## src/rtl/shift_seq_pkg.sv

```systemverilog
// Shared opcode and state encodings for the shift command sequencer.
// The shift datapath bench imports these as well.
package shift_seq_pkg;

    // Command opcodes carried on cmd_op
    localparam logic [1:0] OP_LOAD     = 2'b00;
    localparam logic [1:0] OP_SHL      = 2'b01;
    localparam logic [1:0] OP_SHR      = 2'b10;
    localparam logic [1:0] OP_PINGPONG = 2'b11;

    // Sequencer states
    typedef enum logic [2:0] {
        IDLE = 3'd0,
        LOAD = 3'd1,
        SHL  = 3'd2,
        SHR  = 3'd3,
        DONE = 3'd4
    } state_e;

endpackage

```

## src/rtl/shift_amt_counter.sv

```systemverilog
// Loadable down-counter that paces a shift burst. last_o flags the final
// strobe cycle (count == 1) so the FSM can leave without an extra cycle.
module shift_amt_counter #(
    parameter int CNT_W = 5
) (
    input  logic             clk,
    input  logic             rst_n,
    input  logic             load_i,
    input  logic             dec_i,
    input  logic [CNT_W-1:0] load_val_i,
    output logic             last_o
);

    logic [CNT_W-1:0] count_q;
    logic [CNT_W-1:0] count_d;

    // Load has priority over decrement; never wrap below zero.
    always_comb begin
        count_d = count_q;
        if (load_i) begin
            count_d = load_val_i;
        end else if (dec_i && (count_q != '0)) begin
            count_d = count_q - 1'b1;
        end
    end

    // Count register
    always_ff @(posedge clk or negedge rst_n) begin
        if (!rst_n) begin
            count_q <= '0;
        end else begin
            count_q <= count_d;
        end
    end

    assign last_o = (count_q == CNT_W'(1));

endmodule

```

## src/rtl/shift_cmd_sequencer.sv

```systemverilog
// Command-driven controller for the shift datapath: accepts one command over
// valid/ready and turns it into a counted burst of load/shift strobes, with
// ping-pong mode, abort and illegal-amount rejection. Every output is a flop;
// the output flops are fed from the next-state decode so the strobes line up
// with the state they belong to.
module shift_cmd_sequencer
    import shift_seq_pkg::*;
#(
    parameter int WIDTH     = 8,
    parameter int CNT_W     = 5,
    parameter int MAX_SHIFT = 18
) (
    input  logic             clk,
    input  logic             reset,
    input  logic             cmd_valid,
    output logic             cmd_ready,
    input  logic [1:0]       cmd_op,
    input  logic [CNT_W-1:0] cmd_amt,
    input  logic [WIDTH-1:0] cmd_data,
    input  logic             abort,
    output logic             dp_load,
    output logic             dp_shift_left,
    output logic             dp_shift_right,
    output logic [WIDTH-1:0] dp_data,
    output logic             busy,
    output logic             done,
    output logic             err
);

    localparam logic [CNT_W-1:0] MAX_AMT = CNT_W'(MAX_SHIFT);

    state_e           state_q, state_d;
    logic             pp_q, pp_d;         // ping-pong: SHR phase still to come
    logic [CNT_W-1:0] amt_q, amt_d;       // amount kept for the SHR reload
    logic [WIDTH-1:0] data_q, data_d;

    logic             ready_q, ready_d;
    logic             load_q, load_d;
    logic             shl_q, shl_d;
    logic             shr_q, shr_d;
    logic             busy_q, busy_d;
    logic             done_q, done_d;
    logic             err_q, err_d;

    logic             cnt_load;
    logic             cnt_dec;
    logic [CNT_W-1:0] cnt_load_val;
    logic             cnt_last;

    shift_amt_counter #(
        .CNT_W (CNT_W)
    ) u_amt_counter (
        .clk        (clk),
        .rst_n      (reset),
        .load_i     (cnt_load),
        .dec_i      (cnt_dec),
        .load_val_i (cnt_load_val),
        .last_o     (cnt_last)
    );

    // Next-state, counter control and next output values.
    // NOTE: every signal gets a default before the case so no path leaves
    // it unassigned, which would otherwise infer a latch.
    always_comb begin
        state_d      = state_q;
        pp_d         = pp_q;
        amt_d        = amt_q;
        data_d       = data_q;
        err_d        = 1'b0;
        cnt_load     = 1'b0;
        cnt_dec      = 1'b0;
        cnt_load_val = cmd_amt;

        unique case (state_q)
            IDLE: begin
                if (cmd_valid) begin
                    if (cmd_op == OP_LOAD) begin
                        data_d  = cmd_data;
                        state_d = LOAD;
                    end else if (cmd_amt > MAX_AMT) begin
                        err_d = 1'b1;
                    end else if (cmd_amt == '0) begin
                        state_d = DONE;
                    end else begin
                        cnt_load = 1'b1;
                        amt_d    = cmd_amt;
                        pp_d     = (cmd_op == OP_PINGPONG);
                        state_d  = (cmd_op == OP_SHR) ? SHR : SHL;
                    end
                end
            end
            LOAD: begin
                state_d = abort ? IDLE : DONE;
            end
            SHL: begin
                if (abort) begin
                    state_d = IDLE;
                end else begin
                    cnt_dec = 1'b1;
                    if (cnt_last) begin
                        if (pp_q) begin
                            cnt_load     = 1'b1;
                            cnt_load_val = amt_q;
                            pp_d         = 1'b0;
                            state_d      = SHR;
                        end else begin
                            state_d = DONE;
                        end
                    end
                end
            end
            SHR: begin
                if (abort) begin
                    state_d = IDLE;
                end else begin
                    cnt_dec = 1'b1;
                    if (cnt_last) begin
                        state_d = DONE;
                    end
                end
            end
            DONE: begin
                state_d = IDLE;
            end
            default: begin
                state_d = IDLE;
            end
        endcase

        ready_d = (state_d == IDLE);
        load_d  = (state_d == LOAD);
        shl_d   = (state_d == SHL);
        shr_d   = (state_d == SHR);
        busy_d  = (state_d != IDLE);
        done_d  = (state_d == DONE);
    end

    // State and output registers.
    // NOTE: non-blocking assignments here so every flop samples the values
    // from before the edge, independent of statement order.
    // NOTE: every flop, including the data register, has a reset value so
    // outputs are defined immediately when reset asserts.
    always_ff @(posedge clk or negedge reset) begin
        if (!reset) begin
            state_q <= IDLE;
            pp_q    <= 1'b0;
            amt_q   <= '0;
            data_q  <= '0;
            ready_q <= 1'b1;
            load_q  <= 1'b0;
            shl_q   <= 1'b0;
            shr_q   <= 1'b0;
            busy_q  <= 1'b0;
            done_q  <= 1'b0;
            err_q   <= 1'b0;
        end else begin
            state_q <= state_d;
            pp_q    <= pp_d;
            amt_q   <= amt_d;
            data_q  <= data_d;
            ready_q <= ready_d;
            load_q  <= load_d;
            shl_q   <= shl_d;
            shr_q   <= shr_d;
            busy_q  <= busy_d;
            done_q  <= done_d;
            err_q   <= err_d;
        end
    end

    assign cmd_ready      = ready_q;
    assign dp_load        = load_q;
    assign dp_shift_left  = shl_q;
    assign dp_shift_right = shr_q;
    assign dp_data        = data_q;
    assign busy           = busy_q;
    assign done           = done_q;
    assign err            = err_q;

endmodule

```

## config.mk

```make
export PLATFORM = sky130hd
export DESIGN_NAME = shift_cmd_sequencer
export DESIGN_NICKNAME = d
export VERILOG_FILES = /design/src/rtl/shift_seq_pkg.sv /design/src/rtl/shift_amt_counter.sv /design/src/rtl/shift_cmd_sequencer.sv
export SDC_FILE = /design/constraint.sdc
export NUM_CORES = 1
export LEC_CHECK = 0
export ABC_CLOCK_PERIOD_IN_PS = 2400
export BUFFER_PORTS_ARGS = -buffer_cell sky130_fd_sc_hd__buf_4
export CAP_MARGIN = 10
export CORE_ASPECT_RATIO = 0.5
export CORE_UTILIZATION = 25
export DETAILED_ROUTE_END_ITERATION = 8
export PLACE_DENSITY = 0.44
export SLEW_MARGIN = 15
export SYNTH_ARGS = -nofsm -noshare
export SYNTH_HDL_FRONTEND = slang
export SYNTH_SLANG_ARGS = --single-unit
```

## constraint.sdc

```tcl
create_clock -name clk -period 2.4 [get_ports clk]
set_input_delay 0 -clock clk [delete_from_list [all_inputs] [get_ports clk]]
set_output_delay 0 -clock clk [all_outputs]
set_load 0.03 [all_outputs]
```

After elaboration in Yosys (flattened, before gate mapping)
Cells that the tools add are included.

word-level totals
  bits in registers = 29
  input port bits = 19
  output and inout bits = 15
  logic and storage cells = 85

cells by class
  add/sub/neg operators = 1
  order comparisons = 1
  equal/unequal tests = 16
  multiplexer cells = 39
  bitwise operators = 3
  reductions and logical operators = 13

operator list
  operator             number
  $mux 3               10
  $mux 5               6
  $mux 1               20
  $eq 3x2->1 const B   4
  $ne 2x2->1 const B   6
  $pmux 3 s4           1
  $reduce_and 7->1     1
  $eq 3x1->1 const B   2
  $logic_not 3->1      2
  $eq 5x1->1 const B   1
  $gt 5x5->1 const B   1
  $logic_not 5->1      1
  $reduce_and 5->1     1
  $reduce_bool 5->1    1
  $sub 5x1->5 const B  1
  $eq 2x2->1 const B   2
  $pmux 1 s2           2
  $reduce_bool 2->1    2
  $eq 3x3->1 const B   1
  $not 1->1            3
  $reduce_and 3->1     1
  $reduce_bool 3->1    1
  $logic_not 2->1      1
  $reduce_or 2->1      1
  $logic_and 1x1->1    1

Longest topological paths before layout
Gate-level depths: netlist (run 1).

  word-level depth = 8
  mapped depth = 7
  depth with buffers taken out = 7

Hierarchy
From an unflattened synthesis (run 1), not the netlist that was laid out.

unflattened totals
  cell total of the unflattened synthesis = 120
  area, all modules = 1431.4 um^2

modules (own cells, without submodules)
  module               times used  cells each  area each (um^2)  seq. area each (um^2)
  shift_cmd_sequencer  1           85          1097.3            601.8
  shift_amt_counter    1           35          334.1             125.1

Least setup slack after synthesis (run 1)
OpenSTA, ideal clock, no wires.

  path kind = register -> register
  from = reg, netlist name u_amt_counter.count_q[1]
  to = reg data_q[0] (netlist: dp_data[0])
  library setup time = 0.125 ns
  arrival time = 2.018 ns
  data required time = 2.275 ns
  setup slack = 0.258 ns
  stages on the path, launching flop included = 8
  buffers on the path = 0
  period minus slack after synthesis = 2.142 ns
  cell sequence = dfrtp_1 inv_1 ha_1 or4b_4 nor3_1 nand2_2 nand4_4 mux2_2

RTL lines
  element               RTL line                    source
  to (signal assigned)  shift_cmd_sequencer.sv:160  data_q <= data_d;
  to (decl)             shift_cmd_sequencer.sv:35   logic [WIDTH-1:0] data_q, data_d;

==> impl_results.md, run 1 <==
* Final HPWL DP at 2350 µm
* Initial core utilization at 0.270
* Clk pin slew, worst setup/hold paths at 0.06 ns
* Fillers at approximately 540
* Req. time, crit path at ~2.6 ns
* Unique masters post-synth at 40
* Pre-antenna DRT Iters at 4
* # clock sinks at 29
* Yosys top cell by area: dfrtp_1
* # setup viols final at 0
* Hold Path Depth at 3
* TritonCTS clock tree: yes
* Post-synthesis cell area at about 0.0014 mm²
* RSZ-0062 raised after global routing: no
* Pin count of the biggest net entering global routing at 30
* Largest cells by area after synthesis: dfrtp_1 (50%), mux2_2 (6.5%), nand2_1 (5.7%)
* Hold Path Class: input port to register
* Cts hold-fix bufs at 14
* P_leak at between 0.0009 and 0.001 µW
* Avg Cell Area, Syn at 10.9 µm²
* Maximum VDD drop at around 0.00044 V
* Tot GR Track Use at 0.125
* Fin cells at 256
* Via density at approximately 4.4
* Synthesized flop and latch total at 29
* Mapped Nets at 150
* Gpl congestion at roughly 0.73
* Multi-input gate area at 627 µm²
* Arr. time, crit path at about 2.4 ns
* WHS Endpoint: pp_q
* Status: complete, no violations
* Nets at 207
* Setup Skew at a little over 0.002 ns
* CP Launch Type: register
* Rows at 18
* R2r setup slk at between 0.2 and 0.25 ns
* Worst-path cell chain: inv_1, ha_1, or4b_4, nor3_1, nand2_2, nand4_4, mux2_2
* Post-synth top cells: dfrtp_1 (28), nand2_1 (21), nor2_1 (10), mux2_2 (8)
* Final ANT Viol Nets at 0
* FF-to-FF End: dp_data[7]
* Average wire per standard cell at 12.7 µm
* Cells after Synth at about 130
* Fin. max-slew vios at 0
* Number of max-cap violations at 0
* Die Footprint at approximately 0.006 mm²
* Synth Warn # at 0
* Critical Path End Type: register
* Layout Area Growth over Synthesis at 43.6%
* N_diodes at 0
* 1st-iter DRT viols at 40
* Fmax at 455 MHz
* DRC viols at 0
* Final Total Pwr at about 2100 µW
* Slew margin rel. at 0.631
* Origin of the critical flop-to-flop path: u_amt_counter.count_q[1]
* Vias at approximately 1.1k
* Async S/R FF share, synth at 1.00
* Top delay family on crit path: simple AND/OR/NAND/NOR gates
* Pwr dens at roughly 1000 mW/mm²
* Crit path kind: register to register
* Yosys top cell area share at 0.505
* Hold Vio Cnt, Final at 0
* Critical-path maximum fanout at 9
* Register area at around 730 µm²
* DP Cell Count at between 200 and 250
* Total gr overflow at 0
* Core area at between 0.005 and 0.006 mm²
* Chip height at 54.7 µm
* Initial antenna violation count at 0
* Clk_lat worst skew at approximately 0.27 ns
* Worst path slowest cell: or4b_4
* Prevailing post-synth register cell: dfrtp_1
* Die width at roughly 110 µm
* Post-synth EDFFs at 0
* Most common cell in the netlist: dfrtp_1
* Drt total wl at between 3000 and 4000 µm
* Root buf cell: clkbuf_8
* Vias in the first global route at around 1.1k
* Largest stage delay, worst path at between 0.4 and 0.5 ns
* Clk buf depth at 2
* Sequential share of the synthesized area at 0.523
* Num CTS Buffers at 5
* R2R depth at 7
* Postcts setup bufs at 0
* Hold Crit Start: cmd_op[1]
* Post-route core utilization at 0.388
* Share of cells above drive strength 1 at 0.349
* Buf/Inv on CP at 1
* Tmin final at roughly 2.2 ns
* I/O Pins at 34
* Slew @ Worst Pin at approximately 0.55 ns
* Tcrit/Tclk final at 0.915
* TNS Setup at 0 ns
* First-pass GRT wire length at about 5300 µm
* IO Port Bufs at 33
* Post-cts resize count at 0
* H-tree levels at 2
## flip-flops by register name, indices dropped and copies added, names as in the netlist
signal / flops
amt_q: 5
dp_data: 8
dp_shift_right: 1
err: 1
u_amt_counter.count_q: 5
dp_shift_left: 1
busy: 1
pp_q: 1
cmd_ready: 1
dp_load: 1
done: 1
state_q: 3
## kinds of logic (layout without fill, tap and decap cells)
| logic type | Yosys count | count (layout) | share of synthesized area |
|---|---|---|---|
| XOR/XNOR | 3 | 3 | 0.0189 |
| buffers and inverters | 8 | 66 | 0.0252 |
| multiplexers | 8 | 8 | 0.0649 |
| AND/OR/NAND/NOR | 54 | 54 | 0.213 |
| adder cells (fa/ha/maj) | 3 | 3 | 0.0270 |
| flip-flops | 29 | 29 | 0.523 |
| AO/OA/AOI/OAI | 23 | 23 | 0.128 |
## worst min-delay path, stage by stage
cell and delay, ns:
buf_4 0.12, nand2_1 0.05, o21ai_0 0.06
## cell usage in the layout, fill, tap and decap left out, types with 2 or more instances in the layout
| cell | netlist | layout |
|---|---|---|
| buf_4 | 1 | 39 |
| dfrtp_1 | 28 | 28 |
| nand2_1 | 21 | 21 |
| dlygate4sd3_1 | 0 | 14 |
| nor2_1 | 10 | 10 |
| mux2_2 | 8 | 8 |
| clkbuf_8 | 0 | 7 |
| inv_1 | 5 | 5 |
| a21oi_1 | 5 | 5 |
| nor3_1 | 5 | 5 |
| o22ai_1 | 4 | 4 |
| o21ai_0 | 3 | 3 |
| ha_1 | 3 | 3 |
| o31ai_1 | 2 | 2 |
| nand3_1 | 2 | 2 |
| nor4_1 | 2 | 2 |
| xnor2_1 | 2 | 2 |
| or3_1 | 2 | 2 |
| o2111ai_1 | 2 | 2 |
## report_power, final
group / switching, µW / total (µW) / internal [µW]
sequential: 134 / 824 / 690
combinational: 464 / 832 / 368
clock: 179 / 438 / 259
total: 777 / 2090 / 1320
## layout make-up
type | instances | area share
sequential | 29 | 0.364
multi-input combinational | 91 | 0.314
timing repair buffer | 53 | 0.217
clock buffer | 7 | 0.0483
tap | 70 | 0.0439
inverter | 5 | 0.00941
clock inverter | 1 | 0.00251
## worst max path at each step
stage	start	endpoint	slack, ns	depth (start not counted)
floorplan	u_amt_counter.count_q[1]	dp_data[0]	0.26	7
global placement	state_q[0]	dp_data[1]	0.20	5
detailed placement	u_amt_counter.count_q[1]	dp_data[7]	0.20	7
CTS	u_amt_counter.count_q[1]	dp_data[7]	0.19	7
global route	u_amt_counter.count_q[1]	dp_data[5]	0.01	7
finish	u_amt_counter.count_q[1]	dp_data[7]	0.20	7
## routing by layer
metal | part of all wire | GRT usage | routed length, µm | up-vias
met5 | 0 | 0 | 0 | -
met4 | 0.011 | 0.0479 | 37 | 0
met3 | 0.039 | 0.0381 | 128 | 4
met2 | 0.40 | 0.175 | 1310 | 24
met1 | 0.54 | 0.177 | 1770 | 529
li1 | - | - | - | 570
## stage by stage
step | hold slack [ns] | instance area (µm²) | worst slack, ns
6_report | 0.00564 | 1990 | 0.203
5_1_grt | 0.0174 | 1990 | 0.0118
4_1_cts | 0.0104 | 1990 | 0.191
3_5_place_dp | -0.0481 | 1750 | 0.204
3_3_place_gp | -0.0470 | 1750 | 0.200
2_1_floorplan | -0.296 | 1390 | 0.258
No activity file was read; power rests on OpenSTA's default activity.
==> run 2: changes to the inputs <==
--- a/config.mk
+++ b/config.mk
@@ -12,6 +12,7 @@
 export CORE_UTILIZATION = 25
 export DETAILED_ROUTE_END_ITERATION = 8
 export PLACE_DENSITY = 0.44
+export SKIP_LAST_GASP = 1
 export SLEW_MARGIN = 15
 export SYNTH_ARGS = -nofsm -noshare
 export SYNTH_HDL_FRONTEND = slang
==> constraint.sdc (replaced) <==
create_clock -name clk -period 2.4 [get_ports clk]
set_input_delay 0.48 -clock clk [delete_from_list [all_inputs] [get_ports clk]]
set_output_delay 0.48 -clock clk [all_outputs]
set_load 0.03 [all_outputs]
==> impl_results.md, run 2 (synthesized netlist as in run 1, its figures left out) <==
* Hold Slack at approximately 0.13 ns
* TNS Setup at 0 ns
* Register area at between 700 and 800 µm²
* Maximum VDD drop at 0.000405 V
* H-tree levels at 2
* Origin of the critical flop-to-flop path: u_amt_counter.count_q[1]
* Post-cts resize count at 0
* Multi-input gate area at ~630 µm²
* R2r setup slk at 0.17 ns
* Initial core utilization at 0.270
* Commonest non-fill, non-tap cell in the layout: buf_4
* Req. time, crit path at around 2.6 ns
* Initial antenna violation count at 0
* Average wire per standard cell at roughly 13 µm
* IO Port Bufs at 33
* Slew margin rel. at 0.687
* Total gr overflow at 0
* Layout Area Growth over Synthesis at 32.7%
* Worst-path cell chain: inv_1, ha_1, or4b_4, nor3_1, nand2_2, nand4_4, mux2_2
* Pre-antenna DRT Iters at 4
* Commonest non-fill, non-tap cells in the layout: buf_4 (40), dfrtp_1 (28), nand2_1 (21)
* Fin. max-slew vios at 0
* Tot GR Track Use at 0.122
* # setup viols final at 0
* Hold Vio Cnt, Final at 0
* Number of max-cap violations at 0
* GR peak layer: met2
* Cts hold-fix bufs at 0
* RSZ-0062 raised after global routing: no
* Arr. time, crit path at approximately 2.4 ns
* Status: complete, no violations
* Met1 Resource Use GR at 0.157
* Slew @ Worst Pin at ~0.46 ns
* Postcts setup bufs at 0
* Share of cells above drive strength 1 at 0.376
* I/O Pins at 34
* Die Footprint at slightly below 0.006 mm²
* Critical-path maximum fanout at 9
* Nets at between 150 and 200
* Top delay family on crit path: simple AND/OR/NAND/NOR gates
* Fillers at ~540
* Chip height at about 55 µm
* Die width at 107 µm
* Vias at ~1.1k
* Largest stage delay, worst path at roughly 0.49 ns
* Core area at a little over 0.005 mm²
* Via density at 4.59
* Clk buf depth at 2
* N_diodes at 0
* First-pass GRT wire length at roughly 5200 µm
* Drt total wl at 3130 µm
* DRC viols at 0
* # clock sinks at 29
* Setup WS post-layout at 0.174 ns
* Tcrit/Tclk final at 0.928
* Hold Path Class: input port to async pin
* P_leak at 0.000865 µW
* Fmax at 449 MHz
* TritonCTS clock tree: yes
* Worst path slowest cell: or4b_4
* Pwr dens at between 1000 and 1500 mW/mm²
* Setup Skew at roughly 0.0047 ns
* Met3 Use GR at 0.0333
* 1st-iter DRT viols at 33
* Buf/Inv on CP at 1
* Final ANT Viol Nets at 0
* Max reg flops at 8
* Gpl congestion at about 0.73
* Rows at 18
* Num CTS Buffers at 5
* Root buf cell: clkbuf_8
* DP Worst Slack at 0.131 ns
* Vias in the first global route at ~1.1k
* CP Launch Type: register
* FF-to-FF End: dp_data[7]
* Critical Path End Type: register
* Pin count of the biggest net entering global routing at 30
* R2R depth at 7
* GR Layer Usage met2 at 0.191
* Tmin final at between 2 and 2.5 ns
* Crit path kind: register to register
* Clk_lat worst skew at between 0.2 and 0.3 ns
* Clk pin slew, worst setup/hold paths at roughly 0.06 ns
[run 2: cell type report]
type | count | area share
clock buffer | 6 | 0.0394
clock inverter | 2 | 0.00543
inverter | 5 | 0.0102
multi-input combinational | 91 | 0.340
sequential | 29 | 0.394
tap | 70 | 0.0475
timing repair buffer | 40 | 0.163
[run 2: worst max path at each step]
stage / from / end / slack (ns) / depth (start not counted)
floorplan: u_amt_counter.count_q[1] / dp_data[0] / 0.26 / 7
global placement: cmd_amt[1] / busy / 0.17 / 6
detailed placement: cmd_amt[1] / busy / 0.13 / 6
CTS: u_amt_counter.count_q[1] / dp_data[7] / 0.16 / 7
global route: u_amt_counter.count_q[1] / dp_data[7] / 0.09 / 7
finish: u_amt_counter.count_q[1] / dp_data[7] / 0.17 / 7
[run 2: worst reg2reg max path, stage by stage (launching register included)]
cell and delay (ns):
dfrtp_1 0.40, inv_1 0.11, ha_1 0.18, or4b_4 0.49
nor3_1 0.28, nand2_2 0.13, nand4_4 0.18, mux2_2 0.36
[run 2: where the power goes]
| part | total (µW) | switching [µW] | internal [µW] |
|---|---|---|---|
| logic | 824 | 466 | 358 |
| registers | 814 | 124 | 690 |
| clock network | 373 | 173 | 200 |
| total | 2010 | 764 | 1250 |
[run 2: routing by layer]
metal,vias up,wire length (µm)
met1,537,1570
met5,-,0
met3,4,124
li1,547,-
met4,0,42
met2,28,1390
[run 2: stage by stage]
step,instances,total power (µW),instance area (µm²),util
6_report,243,2010,1840,0.359
2_1_floorplan,128,1350,1390,-
4_1_cts,243,2040,1840,0.359
3_3_place_gp,235,1650,1760,0.343
5_1_grt,243,2170,1840,0.359
3_5_place_dp,235,1650,1760,0.343
==> run 3: changes to the inputs <==
--- a/config.mk
+++ b/config.mk
@@ -9,9 +9,10 @@
 export BUFFER_PORTS_ARGS = -buffer_cell sky130_fd_sc_hd__buf_4
 export CAP_MARGIN = 10
 export CORE_ASPECT_RATIO = 0.5
-export CORE_UTILIZATION = 25
+export CORE_UTILIZATION = 52
+export CTS_CLUSTER_DIAMETER = 50
 export DETAILED_ROUTE_END_ITERATION = 8
-export PLACE_DENSITY = 0.44
+export PLACE_DENSITY = 0.79
 export SKIP_LAST_GASP = 1
 export SLEW_MARGIN = 15
 export SYNTH_ARGS = -nofsm -noshare
==> impl_results.md, run 3 (synthesized netlist as in run 1, its figures left out) <==
* DP Cell Count at 198
* Post-cts resize count at 0
* Number of max-cap violations at 0
* Die width at between 70 and 80 µm
* Commonest non-fill, non-tap cell in the layout: buf_4
* TNS Setup at 0 ns
* Final ANT Viol Nets at 0
* Fmax at 439 MHz
* Initial core utilization at 0.585
* Critical Path End Type: register
* Die Footprint at 0.00289 mm²
* Final HPWL DP at between 2000 and 2500 µm
* Postcts setup bufs at 0
* Hold Path Class: input port to async pin
* Maximum VDD drop at around 0.00086 V
* Met2 wire length at around 1400 µm
* Crit path kind: register to register
* Max reg flops at 8
* Critical-path maximum fanout at 9
* H-tree levels at 2
* DR top layer: met4
* Vias at about 1.1k
* Status: complete, no violations
* Worst-path cell chain: inv_1, ha_1, or4b_4, nor3_1, nand2_2, nand4_4, mux2_2
* Gpl congestion at roughly 0.8
* Initial antenna violation count at 0
* Slew @ Worst Pin at about 0.9 ns
* Largest stage delay, worst path at roughly 0.49 ns
* Layout Area Growth over Synthesis at 31.2%
* Post-route core utilization at 0.768
* Cts hold-fix bufs at 0
* DRC viols at 0
* Slew margin rel. at 0.415
* Tmin final at between 2 and 2.5 ns
* Vias in the first global route at 1,193
* Commonest non-fill, non-tap cells in the layout: buf_4 (38), dfrtp_1 (28), nand2_1 (21)
* I/O Pins at 34
* Via density at 5.45
* First-pass GRT wire length at 5200 µm
* P_leak at 0.000866 µW
* Clk pin slew, worst setup/hold paths at 0.07 ns
* Met1 Wirelength at around 1300 µm
* CP Launch Type: register
* Share of cells above drive strength 1 at 0.374
* # setup viols final at 0
* RSZ-0062 raised after global routing: no
* TritonCTS clock tree: yes
* Pwr dens at ~1200 mW/mm²
* Fin. max-slew vios at 0
* Average wire per standard cell at between 10 and 15 µm
* Drt total wl at 3070 µm
* Rows at 12
* Fin cells at between 200 and 250
* Pin count of the biggest net entering global routing at 30
* Buf/Inv on CP at 1
* Arr. time, crit path at between 2 and 2.5 ns
* Num CTS Buffers at 5
* Met3 routed WL at 318 µm
* Root buf cell: clkbuf_8
* Hold Vio Cnt, Final at 0
* Setup Skew at 0.00915 ns
* Clk_lat worst skew at ~0.28 ns
* Clk buf depth at 2
* # clock sinks at 29
* Chip height at slightly below 40 µm
* Fillers at about 170
* Core area at roughly 0.0024 mm²
* Setup WS post-layout at 0.120 ns
* Top delay family on crit path: simple AND/OR/NAND/NOR gates
* DP Worst Slack at 0.135 ns
* IO Port Bufs at 33
* 1st-iter DRT viols at 82
* Req. time, crit path at between 2 and 3 ns
* Tcrit/Tclk final at 0.950
* Nets at 192
* Total gr overflow at 0
* Pre-antenna DRT Iters at 4
* Hold Slack at about 0.10 ns
* Tot GR Track Use at 0.267
* Worst path slowest cell: or4b_4
* N_diodes at 0
[run 3: final timing paths]
kind	startpoint	endpoint	slack, ns	cells past startpoint
setup / recovery	u_amt_counter.count_q[1]	dp_data[1]	0.12	7
setup reg to reg	u_amt_counter.count_q[1]	dp_data[1]	0.12	7
max in group asynchronous	reset	cmd_ready	1.98	1
min in group clk	cmd_amt[3]	amt_q[3]	0.41	3
hold / removal	reset	dp_data[6]	0.1	1
hold reg to reg	amt_q[2]	amt_q[2]	0.48	2
[run 3: layer usage]
layer	GRT usage	up-vias
li1	-	539
met1	0.300	526
met4	0.165	0
met2	0.437	49
met5	0	-
met3	0.105	8
[run 3: per-stage QoR]
| stage | cell area [µm²] | total power [µW] |
|---|---|---|
| after detailed placement | 1700 | 1660 |
| after floorplan | 1390 | 1350 |
| after global placement | 1700 | 1610 |
| after CTS | 1820 | 2190 |
| final | 1820 | 2190 |
| after global routing | 1820 | 2310 |
[run 3: area by class of cell]
cell class | instances | area [µm²] | area share
Multi-Input combinational cell | 91 | 627 | 0.344
Clock inverter | 2 | 37.5 | 0.0206
Clock buffer | 6 | 82.6 | 0.0453
Inverter | 5 | 18.8 | 0.0103
Timing Repair Buffer | 38 | 285 | 0.157
Sequential cell | 29 | 727 | 0.399
Tap cell | 35 | 43.8 | 0.0240
[run 3: where the power goes]
| group | switching [µW] | total [µW] | internal, µW | leakage [µW] |
|---|---|---|---|---|
| logic | 479 | 833 | 354 | 0.000452 |
| registers | 136 | 826 | 690 | 0.000357 |
| clock network | 189 | 526 | 337 | 0.0000574 |
